==> src/rtl/inst_prefetch_buf.sv <==
// Decoupled instruction fetch engine: issues sequential word fetches under a
// ren/ack handshake and queues fetched {pc, instruction} pairs for the ID stage.
module inst_prefetch_buf #(
  parameter int                    ADDR_WIDTH = 32,
  parameter int                    DATA_WIDTH = 32,
  parameter int                    DEPTH      = 4,
  parameter logic [ADDR_WIDTH-1:0] RESET_PC   = '0
) (
  input  logic                    clk,
  input  logic                    rst,
  output logic                    inst_ren,
  output logic [ADDR_WIDTH-1:0]   inst_addr,
  input  logic [DATA_WIDTH-1:0]   inst_data,
  input  logic                    inst_ack,
  input  logic                    redirect,
  input  logic [ADDR_WIDTH-1:0]   redirect_pc,
  output logic                    if_valid,
  output logic [DATA_WIDTH-1:0]   if_inst,
  output logic [ADDR_WIDTH-1:0]   if_pc,
  input  logic                    id_en,
  output logic [$clog2(DEPTH):0]  count
);

  localparam int             PW   = $clog2(DEPTH);
  localparam int             CW   = PW + 1;
  localparam logic [CW-1:0]  FULL = CW'(DEPTH);

  typedef enum logic [1:0] {IDLE, REQ, DROP} state_t;

  state_t                  state_q, state_d;
  logic                    ren_q, ren_d;
  logic [ADDR_WIDTH-1:0]   addr_q, addr_d;
  logic [ADDR_WIDTH-1:0]   pend_q, pend_d;
  logic [CW-1:0]           cnt_q, cnt_d;
  logic [PW-1:0]           head_q, head_d;
  logic [PW-1:0]           tail_q, tail_d;
  logic                    push, pop;

  logic [ADDR_WIDTH-1:0]   mem_pc_q   [DEPTH];
  logic [DATA_WIDTH-1:0]   mem_inst_q [DEPTH];

  assign push = (state_q == REQ) && inst_ack && !redirect;
  assign pop  = (cnt_q != '0) && id_en && !redirect;

  always_comb begin
    state_d = state_q;
    addr_d  = addr_q;
    pend_d  = pend_q;
    head_d  = head_q;
    tail_d  = tail_q;
    cnt_d   = cnt_q;
    if (redirect) begin
      cnt_d  = '0;
      head_d = '0;
      tail_d = '0;
      pend_d = redirect_pc;
    end else begin
      cnt_d  = cnt_q + CW'(push) - CW'(pop);
      head_d = head_q + PW'(pop);
      tail_d = tail_q + PW'(push);
    end
    // One slot stays reserved for the outstanding request, so a push never overflows.
    ren_d = (cnt_d < FULL);
    if (redirect && ren_q && !inst_ack) begin
      state_d = DROP;
      ren_d   = 1'b1;
    end else if (redirect) begin
      state_d = REQ;
      addr_d  = redirect_pc;
    end else begin
      case (state_q)
        IDLE: state_d = ren_d ? REQ : IDLE;
        REQ: begin
          if (inst_ack) addr_d = addr_q + ADDR_WIDTH'(4);
          state_d = ren_d ? REQ : IDLE;
        end
        DROP: begin
          if (inst_ack) begin
            addr_d  = pend_q;
            state_d = ren_d ? REQ : IDLE;
          end else begin
            state_d = DROP;
            ren_d   = 1'b1;
          end
        end
        default: state_d = IDLE;
      endcase
    end
  end

  always_ff @(posedge clk or negedge rst) begin
    if (!rst) begin
      state_q <= IDLE;
      ren_q   <= 1'b0;
      addr_q  <= RESET_PC;
      pend_q  <= '0;
      cnt_q   <= '0;
      head_q  <= '0;
      tail_q  <= '0;
    end else begin
      state_q <= state_d;
      ren_q   <= ren_d;
      addr_q  <= addr_d;
      pend_q  <= pend_d;
      cnt_q   <= cnt_d;
      head_q  <= head_d;
      tail_q  <= tail_d;
    end
  end

  // Payload storage carries no reset; visibility is gated by the occupancy count.
  always_ff @(posedge clk) begin
    if (push) begin
      mem_pc_q[tail_q]   <= addr_q;
      mem_inst_q[tail_q] <= inst_data;
    end
  end

  assign inst_ren  = ren_q;
  assign inst_addr = addr_q;
  assign count     = cnt_q;
  assign if_valid  = (cnt_q != '0);
  assign if_inst   = if_valid ? mem_inst_q[head_q] : '0;
  assign if_pc     = if_valid ? mem_pc_q[head_q]   : '0;

endmodule
==> config.mk <==
export PLATFORM = sky130hd
export DESIGN_NAME = inst_prefetch_buf
export DESIGN_NICKNAME = d
export VERILOG_FILES = /design/src/rtl/inst_prefetch_buf.sv
export SDC_FILE = /design/constraint.sdc
export NUM_CORES = 1
export LEC_CHECK = 0
export CAP_MARGIN = 10
export CORE_ASPECT_RATIO = 0.8
export CORE_MARGIN = 2
export CORE_UTILIZATION = 30
export CTS_BUF_LIST = sky130_fd_sc_hd__clkbuf_4
export DETAILED_ROUTE_END_ITERATION = 8
export GPL_TIMING_DRIVEN = 0
export HOLD_SLACK_MARGIN = 0.12
export PLACE_DENSITY_LB_ADDON = 0.12
export SYNTH_ARGS = -nofsm -noshare
export SYNTH_HDL_FRONTEND = slang
export SYNTH_SLANG_ARGS = --single-unit
==> constraint.sdc <==
create_clock -name clk -period 8.9 [get_ports clk]
set_input_delay 0.89 -clock clk [delete_from_list [all_inputs] [get_ports clk]]
set_output_delay 0.89 -clock clk [all_outputs]
set_load 0.005 [all_outputs]
### Yosys cells after proc, flatten, opt, wreduce, memory -nomap -nowiden

Memories as Yosys holds them, arrays and structs flattened.
Index checks and enable logic that the tools add are counted.
Widths: inputs -> output; s select.

* register bits after elaboration: 74
* memory bits (writable): 256
* input port bits: 69
* word-level logic and storage cells: 53
* memories: 2

* add/sub/neg operators: 5
* $lt $le $gt $ge: 1
* equality and inequality tests: 4
* multiplexer cells: 20
* bitwise operators: 1
* reduce and logical (&&, ||, !) cells: 13

Memories
* mem_inst_q: words 4, width 32, rd ports 1, clocked after Yosys merged registers in 0, wr ports 1, line 40 `logic [DATA_WIDTH-1:0] mem_inst_q [DEPTH];`
* mem_pc_q: words 4, width 32, rd ports 1, clocked after Yosys merged registers in 0, wr ports 1, line 39 `logic [ADDR_WIDTH-1:0] mem_pc_q [DEPTH];`

Operators with widths (count)
* $mux 32: 5
* $pmux 32 s2: 1
* $add 32x3->32 const B: 1
* $mux 2: 5
* $mux 1: 7
* $logic_and 1x1->1: 6
* $ne 3x3->1 const B: 2
* $reduce_bool 3->1: 2
* $add 2x1->2: 2
* $pmux 2 s2: 1
* $reduce_and 4->1: 1
* $add 3x1->3: 1
* $lt 3x3->1 const B: 1
* $mux 3: 1
* $sub 3x1->3: 1
* $eq 2x1->1 const B: 1
* $eq 2x2->1 const B: 1
* $logic_not 1->1: 2
* $logic_not 2->1: 1
* $reduce_or 2->1: 1
* $not 1->1: 1

### Logic depth before layout (Yosys ltp)

Gate-level depths: netlist of run 1.

* depth in word-level cells: 12
* gate-level depth with buffers: 12

### Least setup slack after synthesis of run 1

OpenSTA, ideal clock, no wires.

* path kind: input to register
* from: input port inst_ack
* to: memory mem_inst_q[1][0], enable pin
* setup time: 0.578 ns
* data arrival time: 6.093 ns
* required time: 8.322 ns
* path slack: 2.229 ns
* stages: 3
* cell sequence: clkbuf_1 > nand4_2 > nor3b_1

* word-level cells in the longest chain between the ends: 4

RTL lines
* start, declared: line 14 `input logic inst_ack,`
* $logic_and 1x1->1 (2 in a row): line 42 `assign push = (state_q == REQ) && inst_ack && !redirect;`
* $mux 1: line 113 `if (push) begin`
* $mux 1 (not written as such): line 115 `mem_inst_q[tail_q] <= inst_data;`
* end, declared: line 40

Every way passes these cells.

### Final worst setup path of run 1

* from: register head_q[1]
* to: output port if_inst[3]

* word-level cells in the longest chain between the ends: 2

RTL lines
* start, declared: line 35 `logic [PW-1:0] head_q, head_d;`
* start signal, assigned: line 98 `head_q <= '0;`
* start signal, assigned: line 106 `head_q <= head_d;`
* $mem_v2 4x32
* $mux 32: line 123 `assign if_inst = if_valid ? mem_inst_q[head_q] : '0;`
* end, declared: line 18 `output logic [DATA_WIDTH-1:0] if_inst,`

Every way passes these cells.

==> reports/metrics.yaml, run 1 <==
tritoncts: "done"
die_y_um: 195
crit_buf_inv: 3
fmax_mhz: 229
cp.required_ns: 8.01
detail-route-antenna-nets: 0
seqPwrFrac_pct: 45.1
critPathTopFamily: "buffers and inverters"
synth_commonest_cells: "edfxtp_1, dfrtp_1, and2_1, mux4_2, o21ai_0"
synth.most_common_cell: "edfxtp_1"
drc: 0
via_count: 8678
clkLatencyLatePin_ns: 0.78
placedInstanceArea_um2: 16500
die_x_um: 243
rsz0062_at_grt: "false"
slew_violations: 0
relSlewSlack_pct: 39.3
clk_pin_slew_ns: 0.07
min_path_type: "register to register"
hold_viol: 0
finalWeightedCongestion: 0.765
initial_core_util_pct: 30.2
synth_area_um2: 13700
p_int_uw: 3270
switching_share_pct: 30.5
htreeDepth: 3
crit_arrival_ns: 3.48
synthArstFlopShare_pct: 22.4
cellPowerDensity_nw_per_um2: 268
grt_pass1_wl_um: 57100
cts.sinks: 330
cts_inserted_buffers: 89
pin_count: 170
design_area_um2: 17600
synth_nets: 904
routed_wl_um: 38400
r2r_slack_ns: 5.70
slowest_stage: "clkbuf_1"
worstPathCellList: "clkbuf_1, buf_1, mux4_2, and2_1, clkdlybuf4s50_1"
tightestPinTransition_ns: 0.911
synth_edf_count: 256
critical_path_class: "register to primary output"
outcome: "finished, final reports clean"
syn_avg_cell_area_um2: 16.5
clockBufferDepth: 3
end_kind: "primary output"
synth.top_cells.by_area: "edfxtp_1, dfrtp_1, mux4_2, and2_1, mux2_2"
syn2layout_area_growth_pct: 28.2
grt_max_degree: 56
yosys_warnings: 0
drive_gt1_share_pct: 24.5
vdd_ir_drop_max_uv: 83.7
cellLeakagePower_uw: 0.00610
core_area_um2: 45400
power.share.combinational_pct: 26.9
yosysTopAreaCellShare_pct: 56.1
worstSetupStartpointType: "register"
fin_skew_ns: 0.0280
post_cts_buffers: 0
via_per_inst: 4.84
min_period_over_period_pct: 49.1
die_area_um2: 47400
clk_root_buffer_cell: "clkbuf_4"
synth_ff_type: "edfxtp_1"
max_stage_delay_ns: 0.68
drt-initial-drc-count: 479
critPathMaxFanout: 10
netlist_instances: 829
cap_violations: 0
antenna_found_initial: 3
ys_ff_latch: 330
drt_first_pass_iters: 6
synth.largest_area_cell: "edfxtp_1"
final_nets: 1184
grt_pass1_vias: 8915
post_drt_wl_per_cell_um: 21.4
setup_viol: 0
grt_usage_pct: 16.3
period_needed_ns: 4.37
rows: 70
total_power_uw: 4710
port_buffers: 168
hpwl_um: 25300
ys_types: 72
p_clk_share_pct: 28.1
p_switching_uw: 1440
gr-total-overflow: 0
seq_area_frac_synth_pct: 69.6
[power groups by stage]
stage	Clock, uW	Sequential, uW	Combinational [uW]
2_1_floorplan	0	2070	571
3_3_place_gp	0	2170	1280
3_5_place_dp	0	2160	1300
4_1_cts	1390	2130	1310
5_1_grt	1470	2150	1390
6_report	1320	2120	1270
[layer usage]
layer | vias to the layer above | GRT usage (%) | routed length (um)
met5 | - | 0 | 13
met1 | 4456 | 22.2 | 17300
li1 | 3874 | - | -
met3 | 62 | 5.29 | 2680
met2 | 284 | 24.7 | 17600
met4 | 2 | 5.27 | 805
[placed cells by master, fill, tap and decap left out, drive strengths merged, types with 7 or more instances in the layout]
cell type | Yosys | final
a31oi | 12 | 12
clkdlybuf4s50 | 0 | 167
mux2 | 23 | 23
and2 | 66 | 66
o21ai | 43 | 43
mux4 | 64 | 64
clkbuf | 21 | 155
clkinv | 0 | 22
nor3 | 7 | 7
nand4 | 12 | 12
edfxtp | 256 | 256
a21oi | 23 | 23
buf | 29 | 50
nand3 | 13 | 13
nand2 | 37 | 37
and3 | 11 | 11
nor2 | 29 | 29
o22ai | 7 | 7
inv | 17 | 19
dfrtp | 74 | 74
[path summary, 6_finish.rpt]
path,startpoint,end,cells past startpoint
setup / recovery,head_q[1],if_inst[3],5
hold / removal,pend_q[23],pend_q[23],1
setup reg to reg,count[2],inst_ren,11
hold reg to reg,pend_q[23],pend_q[23],1
max in group asynchronous,rst,count[0],3
min in group asynchronous,rst,inst_addr[16],2
[worst register-to-register path: stages (launching register included)]
cell and delay (ns):
dfrtp_1 0.41, or3_1 0.45, clkbuf_1 0.40, and3_1 0.36, ha_1 0.29, inv_1 0.05
ha_1 0.12, inv_1 0.04, fa_1 0.36, xor2_1 0.16, xnor2_1 0.16, a211o_1 0.28
[sequential cells by signal (all words and copies together), names as in the netlist]
| signal | cells |
|---|---|
| head_q | 2 |
| inst_addr | 32 |
| inst_ren | 1 |
| tail_q | 2 |
| mem_pc_q | 128 |
| pend_q | 32 |
| state_q | 2 |
| count | 3 |
| mem_inst_q | 128 |
[timing repair]
action | 4_1_cts | 5_1_grt
gates resized for setup | 0 | 0
hold endpoints to repair | 19 | 0
hold buffers | 1 | 0
[cell type report]
cell class / instances / area [um^2]
Fill cell: 4375 / 27800
Sequential cell: 330 / 9540
Multi-Input combinational cell: 432 / 3900
Timing Repair Buffer: 189 / 1970
Clock buffer: 134 / 1010
Tap cell: 612 / 766
Buffer: 50 / 226
Clock inverter: 24 / 93.8
Inverter: 17 / 63.8
Antenna cell: 4 / 10.0
[stage by stage]
| step | TNS [ns] | hold slack [ns] | instances | setup WS (ns) | util, % |
|---|---|---|---|---|---|
| floorplan | 0 | 0.474 | 829 | 2.23 | - |
| global placement | -380.49 | 0.484 | 1609 | -3.31 | 35.6 |
| CTS | 0 | 0.435 | 1788 | 4.35 | 38.7 |
| detailed placement | 0 | 0.492 | 1629 | 4.97 | 36.3 |
| finish | 0 | 0.505 | 1792 | 4.53 | 38.7 |
| global route | 0 | 0.449 | 1792 | 4.24 | 38.7 |
[kinds of logic after synthesis]
kind of cell             after synthesis  share of synthesized area (%)
AO/OA/AOI/OAI                        134                           6.36
XOR/XNOR                              11                          0.703
adder cells (fa/ha/maj)                6                          0.603
buffers and inverters                 67                           2.12
flip-flops                           330                           69.6
multiplexers                          87                           12.4
AND/OR/NAND/NOR                      194                           8.21
(Power assumes the default switching activity.)
==> run 2, diff against run 1 <==
==> constraint.sdc (replaced) <==
create_clock -name clk -period 4.3 [get_ports clk]
set_input_delay 0.43 -clock clk [delete_from_list [all_inputs] [get_ports clk]]
set_output_delay 0.43 -clock clk [all_outputs]
set_load 0.005 [all_outputs]
==> run 2 against run 1 <==
  * Final area up 0.41%
  * Setup slack got worse by 4.1 ns
  * Register-to-register slack worse by 4.6 ns
  * Sequential power rose by 110%
  * Clock skew up 0.012 ns
  * Global-route usage is 0.12 points lower
  * Critical path type unchanged
==> reports/metrics.yaml, run 2 (synthesis results as in run 1) <==
cp-startpoint: "head_q[1]"
gr-total-overflow: 0
grt_pass1_vias: 9021
antenna_found_initial: 1
crit_arrival_ns: 3.47
slew_violations: 0
total_power_uw: 9730
setup_viol: 0
drc: 0
finalWeightedCongestion: 0.773
max_stage_delay_ns: 0.69
layout_common_cells: "edfxtp_1, clkdlybuf4s50_1, clkbuf_4, dfrtp_1, and2_1"
rsz0062_at_grt: "false"
fill_cells: 4346
initial_core_util_pct: 30.2
worstPathCellList: "clkbuf_1, buf_1, mux4_2, and2_1, clkdlybuf4s50_1"
fmax_mhz: 256
post_cts_buffers: 0
cts.sinks: 330
relSlewSlack_pct: 38.5
clk_root_buffer_cell: "clkbuf_4"
grt_max_degree: 61
seqCellArea_um2: 9540
min_period_over_period_pct: 90.8
hold_viol: 0
pin_count: 170
hpwl_um: 25000
r2r_start: "count[1]"
cts_inserted_buffers: 87
drive_gt1_share_pct: 23.9
final_nets: 1180
port_buffers: 168
cap_violations: 0
post_cts_resized: 0
htreeDepth: 3
via_per_inst: 4.82
via_count: 8603
clk_pin_slew_ns: 0.07
multi_input_area_um2: 3910
critical_path_class: "register to primary output"
clockBufferDepth: 3
die_x_um: 243
drt-initial-drc-count: 429
critPathMaxFanout: 10
critPathTopFamily: "buffers and inverters"
syn2layout_area_growth_pct: 28.7
period_needed_ns: 3.90
rows: 70
post_drt_wl_per_cell_um: 21.1
detail-route-antenna-nets: 0
die_y_um: 195
die_area_um2: 47400
cellPowerDensity_nw_per_um2: 551
final_common_cell: "edfxtp_1"
clkLatencyLatePin_ns: 0.77
worstSetupStartpointType: "register"
tightestPinTransition_ns: 0.922
cellLeakagePower_uw: 0.00610
slowest_stage: "clkbuf_1"
crit_buf_inv: 3
end_kind: "primary output"
outcome: "finished, final reports clean"
grt_usage_pct: 16.2
reg_top3: "mem_inst_q (128), mem_pc_q (128)"
min_path_type: "input pin to asynchronous set/reset pin"
cts.hold.buffers_added: 3
hold-worst-slack_ns: 0.234
fin_skew_ns: 0.0404
core_area_um2: 45400
vdd_ir_drop_max_uv: 187
grt_pass1_wl_um: 56800
drt_first_pass_iters: 4
cp.required_ns: 3.87
routed_wl_um: 37700
tritoncts: "done"
run 2: worst paths after layout:
check | endpoint | slack [ns] | cells after the start
min | pend_q[15] | 0.23 | 3
max reg2reg | inst_ren | 1.11 | 11
max | if_inst[3] | 0.40 | 5
max in group asynchronous | pend_q[20] | 2.99 | 3
min reg2reg | pend_q[14] | 0.51 | 1
min in group clk | pend_q[31] | 0.27 | 3
run 2: power breakdown:
part / internal (uW) / switching [uW]
logic: 1460 / 1180
registers: 3910 / 474
clock network: 1440 / 1270
total: 6810 / 2920
run 2: worst reg2reg max path, stage by stage (launching register included):
cell	delay, ns
dfrtp_1	0.43
or3_1	0.42
clkbuf_1	0.39
and3_1	0.36
ha_1	0.29
inv_1	0.05
ha_1	0.13
inv_1	0.04
fa_1	0.36
xor2_1	0.16
xnor2_1	0.16
a211o_1	0.28
run 2: area by class of cell:
class / count / area share, %
Timing Repair Buffer: 187 / 11.5
Tap cell: 612 / 4.34
Multi-Input combinational cell: 432 / 22.2
Inverter: 17 / 0.362
Buffer: 50 / 1.28
Sequential cell: 330 / 54.1
Antenna cell: 3 / 0.0425
Clock buffer: 130 / 5.53
Clock inverter: 25 / 0.709
run 2: layer usage:
metal	vias to the layer above	GRT usage, %	wire, um
li1	3876	-	-
met1	4419	22.6	17600
met5	-	0	0
met2	243	24.3	17200
met4	0	5.34	755
met3	65	4.52	2120
run 2: through the flow:
step / std cells / setup TNS (ns) / util [%] / instance area (um^2) / setup WS (ns)
CTS: 1783 / 0 / 38.9 / 17600 / 0.220
global placement: 1609 / -650.24 / 35.6 / 16200 / -3.37
detailed placement: 1625 / 0 / 36.4 / 16500 / 0.746
floorplan: 829 / -1.02 / - / 13700 / -0.0159
finish: 1786 / 0 / 38.9 / 17600 / 0.395
global route: 1784 / 0 / 38.9 / 17600 / 0.170
==> run 3, diff against run 2 <==
--- a/config.mk
+++ b/config.mk
@@ -5,11 +5,13 @@
 export SDC_FILE = /design/constraint.sdc
 export NUM_CORES = 1
 export LEC_CHECK = 0
+export ABC_CLOCK_PERIOD_IN_PS = 4300
 export CAP_MARGIN = 10
 export CORE_ASPECT_RATIO = 0.8
 export CORE_MARGIN = 2
 export CORE_UTILIZATION = 30
 export CTS_BUF_LIST = sky130_fd_sc_hd__clkbuf_4
+export CTS_CLUSTER_DIAMETER = 120
 export DETAILED_ROUTE_END_ITERATION = 8
 export GPL_TIMING_DRIVEN = 0
 export HOLD_SLACK_MARGIN = 0.12
==> results of run 3 <==
Final layout, timing and power as in run 2 (identical DEF).
